## src/rtl/nn_pkg.sv

```systemverilog
// nn_pkg: shared neuron types, accumulator sizing and requantisation.
package nn_pkg;
  typedef enum logic {IDLE, ACCUM} mac_state_t;
  localparam int MAX_W = 128;
  function automatic int acc_w(input int q_size, input int input_size);
    return 2 * q_size + $clog2(input_size) + 1;
  endfunction
  // Round half-up, saturate to q_size bits, optional ReLU; result sits in the low q_size bits.
  function automatic logic signed [MAX_W-1:0] requant(input logic signed [MAX_W-1:0] s,
                                                      input int q_size, input int frac_bits,
                                                      input logic relu);
    logic signed [MAX_W-1:0] one, hi, lo, r;
    one = MAX_W'(1);
    hi = (one <<< (q_size - 1)) - one;
    lo = -hi - one;
    r = (s + (one <<< (frac_bits - 1))) >>> frac_bits;
    r = r > hi ? hi : r < lo ? lo : r;
    return relu && r[MAX_W-1] ? '0 : r;
  endfunction
endpackage

```

## src/rtl/mac_requant.sv

```systemverilog
// mac_requant: combinational requantisation of the accumulator sum to one output word.
module mac_requant import nn_pkg::*; #(
  parameter int Q_SIZE = 16,
  parameter int FRAC_BITS = 8,
  parameter int ACC_W = 35
) (
  input  logic [ACC_W-1:0]  sum,
  input  logic              relu_en,
  output logic [Q_SIZE-1:0] result
);
  assign result = Q_SIZE'(requant(MAX_W'($signed(sum)), Q_SIZE, FRAC_BITS, relu_en));
endmodule

```

## src/rtl/serial_mac.sv

```systemverilog
// serial_mac: serial multiply-accumulate neuron, one requantised result per INPUT_SIZE-element vector.
module serial_mac import nn_pkg::*; #(
  parameter int INPUT_SIZE = 8,
  parameter int Q_SIZE = 16,
  parameter int FRAC_BITS = 8
) (
  input  logic                          clk,
  input  logic                          rst_n,
  input  logic                          start,
  input  logic [Q_SIZE-1:0]             serial_in,
  output logic [$clog2(INPUT_SIZE)-1:0] weight_addr,
  input  logic [Q_SIZE-1:0]             weight_in,
  input  logic [Q_SIZE-1:0]             bias_in,
  input  logic                          relu_en,
  output logic [Q_SIZE-1:0]             result,
  output logic                          result_valid,
  output logic                          busy,
  output logic                          overrun
);
  localparam int ACC_W = acc_w(Q_SIZE, INPUT_SIZE);
  localparam int CW = $clog2(INPUT_SIZE);
  localparam logic [CW-1:0] LAST = CW'(INPUT_SIZE - 1);
  mac_state_t state;
  logic [CW-1:0] cnt;
  logic signed [ACC_W-1:0] acc, sum;
  logic signed [2*Q_SIZE-1:0] prod;
  logic relu, last, accept;
  logic [Q_SIZE-1:0] rq;
  always_comb begin
    prod = (2*Q_SIZE)'($signed(serial_in)) * (2*Q_SIZE)'($signed(weight_in));
    sum = acc + ACC_W'(prod);
    last = state == ACCUM && cnt == LAST;
    accept = start && (state == IDLE || last);
  end
  assign weight_addr = cnt;
  assign busy = state == ACCUM;
  mac_requant #(.Q_SIZE(Q_SIZE), .FRAC_BITS(FRAC_BITS), .ACC_W(ACC_W)) u_requant (
    .sum(sum),
    .relu_en(relu),
    .result(rq)
  );
  // A start in the last element cycle reloads acc while the finished sum is requantised.
  always_ff @(posedge clk or negedge rst_n)
    if (!rst_n) begin
      state <= IDLE;
      cnt <= '0;
      acc <= '0;
      relu <= 1'b0;
      result <= '0;
      result_valid <= 1'b0;
      overrun <= 1'b0;
    end else begin
      result_valid <= last;
      if (last) result <= rq;
      if (start && !accept) overrun <= 1'b1;
      if (accept) begin
        state <= ACCUM;
        cnt <= '0;
        acc <= ACC_W'($signed(bias_in)) <<< FRAC_BITS;
        relu <= relu_en;
      end else if (state == ACCUM) begin
        state <= last ? IDLE : ACCUM;
        cnt <= last ? '0 : cnt + CW'(1);
        acc <= sum;
      end
    end
endmodule

```

## config.mk

```make
export PLATFORM = sky130hd
export DESIGN_NAME = serial_mac
export DESIGN_NICKNAME = d
export VERILOG_FILES = /design/src/rtl/nn_pkg.sv /design/src/rtl/mac_requant.sv /design/src/rtl/serial_mac.sv
export SDC_FILE = /design/constraint.sdc
export NUM_CORES = 1
export LEC_CHECK = 0
export ABC_AREA = 1
export BUFFER_PORTS_ARGS = -buffer_cell sky130_fd_sc_hd__buf_4
export CORE_ASPECT_RATIO = 0.5
export CORE_MARGIN = 5
export CORE_UTILIZATION = 70
export CTS_BUF_LIST = sky130_fd_sc_hd__clkbuf_8
export DETAILED_ROUTE_END_ITERATION = 6
export PLACE_DENSITY = 0.91
export SLEW_MARGIN = 15
export SYNTH_ARGS = -nofsm -noshare
export SYNTH_HDL_FRONTEND = slang
export SYNTH_SLANG_ARGS = --single-unit
```

## constraint.sdc

```tcl
create_clock -name clk -period 18 [get_ports clk]
set_input_delay 1.8 -clock clk [delete_from_list [all_inputs] [get_ports clk]]
set_output_delay 1.8 -clock clk [all_outputs]
set_load 0.005 [all_outputs]
```

# Word level (Yosys, flattened, before mapping)
# Index checks and enable logic that the tools add are counted.
# totals
out_inout_bits	22
latch_bits	0
reg_bits	59
ramBits	0
elab_cells	33
in_bits	52
romBits	0
memories	0
# classes
reduce_logical	7
eq_ne	1
n_mux	11
order_cmp	2
div_mod_pow	0
multipliers	1
n_addsub	3
bitwise_logic	1
n_shift	0
# op_table
op	n
128-bit two-way mux	2
36-bit two-way mux	2
36-bit by 9-bit adder with 37-bit output, second input constant	1
36-bit by 32-bit adder with 36-bit output	1
16-bit by 16-bit multiplier with 32-bit output	1
29-bit by 16-bit > comparator with 1-bit output, second input constant	1
29-bit by 16-bit less-than comparator with 1-bit output, second input constant	1
16-bit two-way mux	1
3-bit two-way mux	3
1-bit logical AND	4
3-bit by 1-bit adder with 3-bit output, second input constant	1
3-bit equality test, second input constant	1
1-bit two-way mux	3
2-bit nonzero test	1
1-bit logical NOT	1
1-bit logical OR	1
1-bit NOT	1

# Longest topological paths before layout
# Gate-level depths: netlist (run 1).
# logic_depth
ltp_word	8
depth_mapped	44
depth_no_buf	42

# By module
# From an unflattened synthesis (run 1), not the netlist that was laid out.
# unflattened
hier_cells	2334
area_unflattened_um2	16862.4
# by_module_without_submodules
mod	seq_area_each_um2	area_per_inst_um2	cells_per_inst	n_inst
serial_mac	1476.4	15579.9	2087	1
mac_requant	0.0	1282.5	247	1

# Worst setup path before layout (run 1)
# No wires, ideal clock.
# synth_path
path_type	input-to-reg
start	in weight_in[5]
end	reg result[1]
t_arrival_ns	8.819
cell_stages	37
required_time_ns	17.883
setup_time_ns	0.117
path_slack_ns	9.065
path_buffers	2
cell_sequence	clkbuf_1 clkbuf_1 nand2_1 fa_1 inv_1 fa_1 inv_1 fa_1 inv_1 fa_1 fa_1 inv_1 fa_1 inv_1 ha_1 nand2_1 nor2_1 and3_1 and2_1 nand2_1 nand3b_1 nand2_1 nor2_1 nand2_1 nor2_1 nand3_1 nand2_1 nand2_1 nor4_1 nand4_1 ha_1 clkinv_1 nand2_1 o21bai_1 o21ai_1 nand2_1 nand2_1
# synth_between
elab_chain_len	8
word_cells_on_any_way	9
cone_classes	add/sub (2); mul (1); order compare (2); mux (3); reduce/logical (1)
# synth_rtl
item	line	text
from (decl)	serial_mac.sv:12	input logic [Q_SIZE-1:0] weight_in,
16-bit by 16-bit multiplier with 32-bit output (*)	serial_mac.sv:30	prod = (2*Q_SIZE)'($signed(serial_in)) * (2*Q_SIZE)'($signed(weight_in));
36-bit by 32-bit adder with 36-bit output (*)	serial_mac.sv:31	sum = acc + ACC_W'(prod);
36-bit by 9-bit adder with 37-bit output (*)	nn_pkg.sv:16	r = (s + (one <<< (frac_bits - 1))) >>> frac_bits;
29-bit by 16-bit less-than comparator with 1-bit output	nn_pkg.sv:17	r = r > hi ? hi : r < lo ? lo : r;
128-bit two-way mux	nn_pkg.sv:17	
128-bit two-way mux (*)	nn_pkg.sv:17	
1-bit logical AND	nn_pkg.sv:18	return relu && r[MAX_W-1] ? '0 : r;
16-bit two-way mux (*)	nn_pkg.sv:18	
to (signal assigned)	serial_mac.sv:54	if (last) result <= rq;
to (decl)	serial_mac.sv:15	output logic [Q_SIZE-1:0] result,
# Mark *: on every way between the ends. The rest lies on a longest branch, timed or not.
# A chain may end at the register's enable or synchronous reset.

# Final worst setup path (run 1)
# layout_path
start	in weight_in[15]
end	reg result[8]
# The elaborated chain is that of the path after synthesis.

==> impl_metrics.csv, run 1 <==
group,metric,value,unit
status,outcome,"complete, no violations",
floorplan,io_pins,74,
critical_path,worstSetupPathType,"in -> reg",
clock_network,ctsLongestPathBuffers,2,
worst_hold_path,hp-start,"result[2]",
routing,drc,0,
logic_synthesis,async_flop_share,100,%
clock_network,cts_buffers,9,
logic_synthesis,netlist_instances,2296,
logic_synthesis,synth-seq-cells,59,
clock_network,cts_sinks,59,
global_routing,antenna_found_initial,0,
worst_hold_path,hold_class,"reg -> reg",
global_routing,grt_overflow,0,
logic_synthesis,syn-num-nets,2773,
cells_and_area,syn2layout_area_growth,5.20,%
placed_design,portBuffers,73,
routing,num_vias,14800,
timing,period_share,54.2,%
global_routing,grt_max_degree,60,
job,maxCapViolations,0,
logic_synthesis,synth_flop_cell,"dfrtp_1",
critical_path,worstReg2RegStart,"acc[7]",
global_routing,grt_usage,36.8,%
worst_hold_path,holdPathEnd,"result[2]",
routing,vias_per_cell,5.66,
routing,drt_iter0_drc,1593,
critical_path,rr_worst_depth,32,
critical_path,critPathMaxStageDelay,0.76,ns
logic_synthesis,yosys_warnings,0,
critical_path,cp-end-kind,"flip-flop",
critical_path,path_max_fanout,17,
floorplan,die_width,228,um
floorplan,core,23100,sq um
clock_network,cts_tree,"done",
critical_path,arrival,10.00,ns
timing,finalSetupViolCount,0,
critical_path,cpMostUsedCell,"nand2_1",
routing,wirelength,48700,um
cells_and_area,layout-drive-gt1-share,6.01,%
clock_network,cts_root_buffer,"clkbuf_8",
critical_path,setup.worst_path.start_class,"input port",
timing,fin_tns_setup,0,ns
placed_design,gp_congestion,0.993,
timing,fin_worst_skew,0.0209,ns
timing,timing.slew.headroom,17.7,%
clock_network,htree_levels,3,
timing,post-route-worst-setup-slack,8.24,ns
floorplan,num_rows,39,
cells_and_area,antennaDiodeCount,0,
placed_design,dp_slack,8.01,ns
routing,postRouteAntennaNets,0,
timing,timing.fmax,103,MHz
global_routing,grt_pass1_wl,79200,um
floorplan,dieArea,27200,sq um
critical_path,reg2reg_slack,10.34,ns
logic_synthesis,synth.distinct_cells,44,
routing,wl_per_cell,18.6,um
timing,worst_pin_slew,1.23,ns
global_routing,grt_pass1_vias,15300,
timing,drv_slew,0,
logic_synthesis,yosysSeqAreaShare,8.87,%
cells_and_area,final_common_cell,"nand2_1",
routing,drt-pass1-iter-count,6,
logic_synthesis,syn_area_per_cell,7.25,sq um
placed_design,place_hpwl,41200,um
floorplan,die_height,119,um
timing,hold_viol,0,
critical_path,reg2reg_to,"result[8]",
logic_synthesis,syn-cell-area,16600,sq um
floorplan,initial_core_util,72.1,%
cells_and_area,final_cell_mix,"nand2_1 (705), inv_1 (615), fa_1 (314), nor2_1 (124), ha_1 (111)",
critical_path,critPathSlowestCell,"nor2_1",
timing,rsz0062_at_grt,"no",
critical_path,required,18.25,ns
clock_network,cts_resized,0,
clock_network,cts_hold_buf,0,
clock_network,clk_pin_slew,0.08,ns
logic_synthesis,synth_enable_flop_cells,0,
timing,min_period,9.76,ns
cells_and_area,nets,2785,
clock_network,clk_latency,0.37,ns
worst_hold_path,hold_depth,2,
clock_network,cts_setup_buffers,0,
how the worst max path moves through the flow:
stage / start / endpoint / slack (ns) / cells past startpoint
after global placement: weight_in[15] / result[7] / 8.04 / 33
after floorplan: weight_in[5] / result[1] / 9.06 / 37
after CTS: weight_in[4] / result[7] / 8.32 / 34
final: weight_in[15] / result[8] / 8.24 / 35
after detailed placement: weight_in[1] / result[7] / 8.01 / 34
after global routing: weight_in[1] / result[6] / 7.57 / 34
metal layers:
layer  global-route usage [%]  vias to the layer above  part of all wire, %
met5                        0                        -                    0
met4                     10.8                        0                  2.8
met3                     12.0                      141                   14
met2                     56.0                      947                   43
met1                     51.4                     7068                   40
li1                         -                     6681                    -
synthesized netlist by cell type (all sizes together) (3+ instances only):
cell type | instances | share of area [%]
inv | 622 | 14
nand3b | 6 | 0.27
nor2 | 139 | 3.4
ha | 111 | 8.3
and2 | 5 | 0.19
a21oi | 24 | 0.74
clkbuf | 71 | 1.6
nor4 | 3 | 0.11
o211ai | 16 | 0.72
buf | 4 | 0.15
xnor2 | 5 | 0.26
a22o | 7 | 0.37
dfrtp | 59 | 8.9
fa | 314 | 38
o21ai | 52 | 1.6
clkinv | 4 | 0.090
or2 | 4 | 0.15
nand4 | 42 | 1.6
xor2 | 4 | 0.32
nand3 | 70 | 2.2
nor3 | 6 | 0.27
nand2 | 717 | 16
area by class of cell:
cell class	instances	area [sq um]
fillers	1711	5570
inverters	626	2350
clock buffers	9	124
flip-flops and latches	59	1480
clock inverters	7	76.3
well taps	307	384
repair buffers	76	571
multi-input cells	1536	12500
logic make-up after synthesis:
group / synth area share [%]
AOI/OAI and AO/OA: 3.83
xor gates and xnor gates: 0.586
adders and majority gates: 46.1
buffers and inverters: 15.9
DFF: 8.87
and+or+nand+nor: 24.7
state kept, by name, indices dropped and copies added, names as in the netlist:
name	count
result_valid	1
relu	1
overrun	1
result	16
busy	1
weight_addr	3
acc	36
critical path: cells and delay by family:
family / cells / cell delay [ns]
buf+inv: 6 / 0.61
fa+ha+maj: 8 / 3.85
simple gates: 20 / 3.52
compound gates: 1 / 0.23
metrics by stage:
step	cell area (sq um)	instances	hold slack (ns)	util, %
finish	17500	2620	0.492	75.9
global route	17500	2620	0.515	75.9
CTS	17500	2620	0.492	75.9
detailed placement	17300	2604	0.470	75.0
global placement	17300	2604	0.464	75.0
floorplan	16600	2296	0.459	-
Power of run 1 is not shown: default switching activity piles up to over one toggle a cycle in this logic, so the estimate is an artifact.
==> inputs of run 2 (changes only) <==
Settings changed: CORE_UTILIZATION 70 to 66, PLACE_DENSITY 0.91 to 0.87.
Clock period 18 ns to 9.27 ns, I/O delays scaled along.
==> run 2 against run 1 <==
  * Critical path depth increased by 1
  * Via count decreased by 1.4%
  * First-iteration DRC count increased by 7.3%
  * Die area increased by 5.7%
  * Clock skew decreased by 0.0056 ns
  * Highest routed layer is now met5
  * Flip-flop and latch count unchanged
  * Register-to-register slack got worse by 8.5 ns
  * Sequential share of layout area about the same
  * Non-clock buffer count increased by 8
  * Wire length decreased by 3.4%
  * Worst setup slack got worse by 7.7 ns
==> impl_metrics.csv, run 2 (synthesis results as in run 1) <==
group,metric,value,unit
status,outcome,"complete, no violations",
timing,finalSetupViolCount,0,
critical_path,worstSetupPathType,"in -> reg",
worst_hold_path,hold_class,"reg -> reg",
clock_network,cts_setup_buffers,0,
clock_network,ctsLongestPathBuffers,2,
critical_path,critPathMaxStageDelay,0.61,ns
timing,fin_worst_skew,0.0153,ns
floorplan,num_rows,41,
global_routing,grt_pass1_vias,15000,
cells_and_area,final_common_cell,"nand2_1",
clock_network,cts_hold_buf,0,
global_routing,antenna_found_initial,1,
timing,timing.fmax,115,MHz
critical_path,critPathSlowestCell,"fa_1",
critical_path,reg2reg_slack,1.82,ns
global_routing,grt_overflow,0,
critical_path,required,9.52,ns
clock_network,cts_tree,"done",
critical_path,worstReg2RegStart,"acc[10]",
cells_and_area,antennaDiodeCount,0,
worst_hold_path,holdPathEnd,"result[10]",
global_routing,grt_max_degree,60,
timing,rsz0062_at_grt,"no",
cells_and_area,largest_register_ffs,36,
job,maxCapViolations,0,
routing,num_vias,14600,
critical_path,cp-end-kind,"flip-flop",
critical_path,arrival,8.93,ns
routing,drt_iter0_drc,1709,
clock_network,cts_root_buffer,"clkbuf_8",
critical_path,rr_worst_depth,30,
timing,drv_slew,0,
worst_hold_path,hp-start,"result[10]",
clock_network,clk_latency,0.36,ns
clock_network,htree_levels,3,
clock_network,cts_sinks,59,
timing,timing.slew.headroom,46.6,%
cells_and_area,final_cell_mix,"nand2_1 (705), inv_1 (616), fa_1 (314), nor2_1 (124), ha_1 (111)",
floorplan,io_pins,74,
critical_path,path_max_fanout,16,
routing,drt-pass1-iter-count,6,
floorplan,die_height,122,um
cells_and_area,regMostFlops,"acc",
routing,wl_per_cell,17.7,um
placed_design,portBuffers,73,
global_routing,grt_usage,34.7,%
cells_and_area,nets,2793,
routing,postRouteAntennaNets,0,
critical_path,cpMostUsedCell,"nand2_1",
clock_network,cts_buffers,9,
floorplan,core,25000,sq um
timing,worst_pin_slew,0.801,ns
routing,vias_per_cell,5.49,
clock_network,cts_resized,0,
routing,wirelength,47100,um
cells_and_area,syn2layout_area_growth,5.72,%
floorplan,dieArea,28700,sq um
timing,hold_viol,0,
timing,fin_tns_setup,0,ns
critical_path,reg2reg_to,"result[1]",
worst_hold_path,hold_depth,2,
timing,min_period,8.68,ns
clock_network,clk_pin_slew,0.08,ns
placed_design,gp_congestion,1.02,
floorplan,die_width,235,um
cells_and_area,layout-drive-gt1-share,6.29,%
placed_design,place_hpwl,40100,um
timing,period_share,93.7,%
global_routing,grt_pass1_wl,77500,um
floorplan,initial_core_util,66.5,%
critical_path,setup.worst_path.start_class,"input port",
routing,drc,0,
-- run 2: layout make-up --
class | count | area [sq um]
well taps | 344 | 430
clock inverters | 5 | 28.8
clock buffers | 11 | 151
inverters | 626 | 2350
multi-input cells | 1536 | 12500
repair buffers | 84 | 631
flip-flops and latches | 59 | 1480
fillers | 2020 | 7440
-- run 2: worst max-delay path by stage --
stage / slack [ns] / startpoint / endpoint
after floorplan: 1.21 / weight_in[5] / result[1]
after global placement: 0.46 / weight_in[4] / result[1]
after detailed placement: 0.30 / weight_in[4] / result[1]
after CTS: 0.63 / weight_in[4] / result[1]
after global routing: 0.07 / weight_in[4] / result[1]
final: 0.59 / weight_in[4] / result[1]
-- run 2: stage by stage --
step / hold slack [ns] / setup slack (ns) / util, % / instance area [sq um] / cells
after floorplan: 0.459 / 1.21 / - / 16600 / 2296
after global placement: 0.469 / 0.461 / 69.6 / 17400 / 2649
after detailed placement: 0.468 / 0.299 / 69.6 / 17400 / 2649
after CTS: 0.490 / 0.634 / 70.3 / 17600 / 2665
after global routing: 0.521 / 0.0715 / 70.3 / 17600 / 2665
final: 0.487 / 0.586 / 70.3 / 17600 / 2665
-- run 2: critical path: cells and delay by family --
| family | cells | cell delay [ns] |
|---|---|---|
| simple gates | 19 | 2.65 |
| fa+ha+maj | 8 | 4.16 |
| buf+inv | 7 | 0.96 |
| compound gates | 2 | 0.18 |
-- run 2: layer usage --
layer | GRT usage, % | up-vias | part of all wire, % | wire length (um)
li1 | - | 6702 | - | -
met1 | 50.1 | 6994 | 41 | 19500
met2 | 53.2 | 805 | 44 | 20600
met3 | 9.32 | 123 | 12 | 5700
met4 | 8.34 | 2 | 2.6 | 1230
met5 | 0 | - | 0.036 | 17
Power of run 2 is left out for the same reason.
==> inputs of run 3 (changes only) <==
Settings changed: REMOVE_ABC_BUFFERS set to 1.
==> run 3 against run 2 <==
  * Die area is the same
  * Sequential share of layout area is essentially flat
  * Final area grew 0.37%
  * Register-to-register slack gained 0.13 ns
  * Clock-buffer cell count is the same
  * Critical endpoint unchanged
  * Largest cell class unchanged
  * First-iteration DRC count shrank 11%
  * Clock skew shrank 0.0036 ns
==> impl_metrics.csv, run 3 (synthesis results as in run 1) <==
group,metric,value,unit
status,outcome,"complete, no violations",
clock_network,clk_latency,0.38,ns
timing,rsz0062_at_grt,"no",
routing,drc,0,
cells_and_area,layout-drive-gt1-share,6.46,%
critical_path,arrival,9.02,ns
global_routing,grt_pass1_vias,14500,
timing,worst_pin_slew,1.12,ns
routing,drt-pass1-iter-count,5,
cells_and_area,largest_register_ffs,36,
critical_path,cpMostUsedCell,"nand2_1",
cells_and_area,n_fill_cell,2068,
global_routing,grt_usage,33.6,%
cells_and_area,syn2layout_area_growth,6.11,%
cells_and_area,nets,2795,
timing,period_share,94.4,%
critical_path,worstSetupPathType,"in -> reg",
worst_hold_path,hold_depth,2,
timing,timing.fmax,114,MHz
clock_network,clk_pin_slew,0.08,ns
cells_and_area,final_cell_mix,"nand2_1 (705), inv_1 (615), fa_1 (314), nor2_1 (124), ha_1 (111)",
job,maxCapViolations,0,
timing,hold_viol,0,
critical_path,rr_worst_depth,30,
floorplan,dieArea,28700,sq um
global_routing,grt_max_degree,60,
cells_and_area,regMostFlops,"acc",
cells_and_area,antennaDiodeCount,0,
clock_network,cts_buffers,9,
floorplan,initial_core_util,66.5,%
global_routing,antenna_found_initial,0,
critical_path,setup.worst_path.start_class,"input port",
timing,fin_worst_skew,0.0117,ns
timing,drv_slew,0,
routing,wirelength,45500,um
timing,fin_tns_setup,0,ns
routing,vias_per_cell,5.47,
routing,num_vias,14600,
placed_design,gp_congestion,1.06,
floorplan,core,25000,sq um
floorplan,die_height,122,um
clock_network,cts_root_buffer,"clkbuf_8",
critical_path,critPathMaxStageDelay,0.56,ns
clock_network,ctsLongestPathBuffers,2,
timing,finalSetupViolCount,0,
critical_path,cp-end-kind,"flip-flop",
critical_path,path_max_fanout,17,
placed_design,place_hpwl,39300,um
clock_network,htree_levels,3,
routing,postRouteAntennaNets,0,
critical_path,critPathSlowestCell,"fa_1",
floorplan,die_width,235,um
routing,wl_per_cell,17.0,um
cells_and_area,final_common_cell,"nand2_1",
global_routing,grt_pass1_wl,75000,um
routing,drt_iter0_drc,1528,
critical_path,required,9.54,ns
global_routing,grt_overflow,0,
clock_network,cts_setup_buffers,0,
placed_design,portBuffers,73,
worst_hold_path,hold_class,"reg -> reg",
floorplan,num_rows,41,
timing,min_period,8.75,ns
floorplan,io_pins,74,
cells_and_area,utilization,70.6,%
timing,timing.slew.headroom,25.3,%
clock_network,cts_tree,"done",
clock_network,cts_sinks,59,
-- run 3: cell types whose count changed in the layout (fill, tap and decap cells not counted) --
cell	before	now
buf_4	84	86
bufinv_16	0	2
clkinv_1	4	3
clkinv_2	2	3
clkinvlp_4	2	1
inv_1	616	615
-- run 3: through the flow --
| stage | std cells | setup WS, ns | hold slack, ns | area, sq um |
|---|---|---|---|---|
| finish | 2667 | 0.520 | 0.483 | 17700 |
| global placement | 2651 | 0.355 | 0.464 | 17400 |
| CTS | 2667 | 0.641 | 0.486 | 17700 |
| floorplan | 2221 | 1.56 | 0.459 | 16400 |
| detailed placement | 2651 | 0.251 | 0.468 | 17400 |
| global route | 2667 | 0.0123 | 0.497 | 17700 |
-- run 3: what timing repair did --
action	CTS	global route
hold buffers	0	0
endpoints found under the setup margin	0	2
gates resized for setup	0	1
-- run 3: metal layers --
metal	share of wire [%]	GRT usage [%]
met1	43	50.4
met2	43	50.5
met3	12	8.44
met4	1.8	6.63
met5	0	0
-- run 3: final timing paths --
check | startpoint | end | slack, ns
hold reg to reg | result[3] | result[3] | 0.48
min in group asynchronous | rst_n | acc[0] | 0.62
setup / recovery | weight_in[15] | result[1] | 0.52
setup reg to reg | acc[9] | result[1] | 1.95
hold / removal | result[3] | result[3] | 0.48
max in group asynchronous | rst_n | acc[32] | 8.09
-- run 3: final cells by class --
| type | instances | area (sq um) | share of cell area [%] |
|---|---|---|---|
| sequential | 59 | 1480 | 8.36 |
| timing repair buffer | 86 | 646 | 3.66 |
| inverter | 626 | 2350 | 13.3 |
| multi-input combinational | 1536 | 12500 | 70.9 |
| clock inverter | 5 | 75.1 | 0.425 |
| clock buffer | 11 | 151 | 0.857 |
| tap | 344 | 430 | 2.44 |
-- run 3: critical path: cells and delay by family --
family / cells / cell delay (ns)
buf+inv: 7 / 0.88
compound gates: 2 / 0.17
simple gates: 20 / 2.96
fa+ha+maj: 8 / 4.10
Power of run 3 is left out for the same reason.
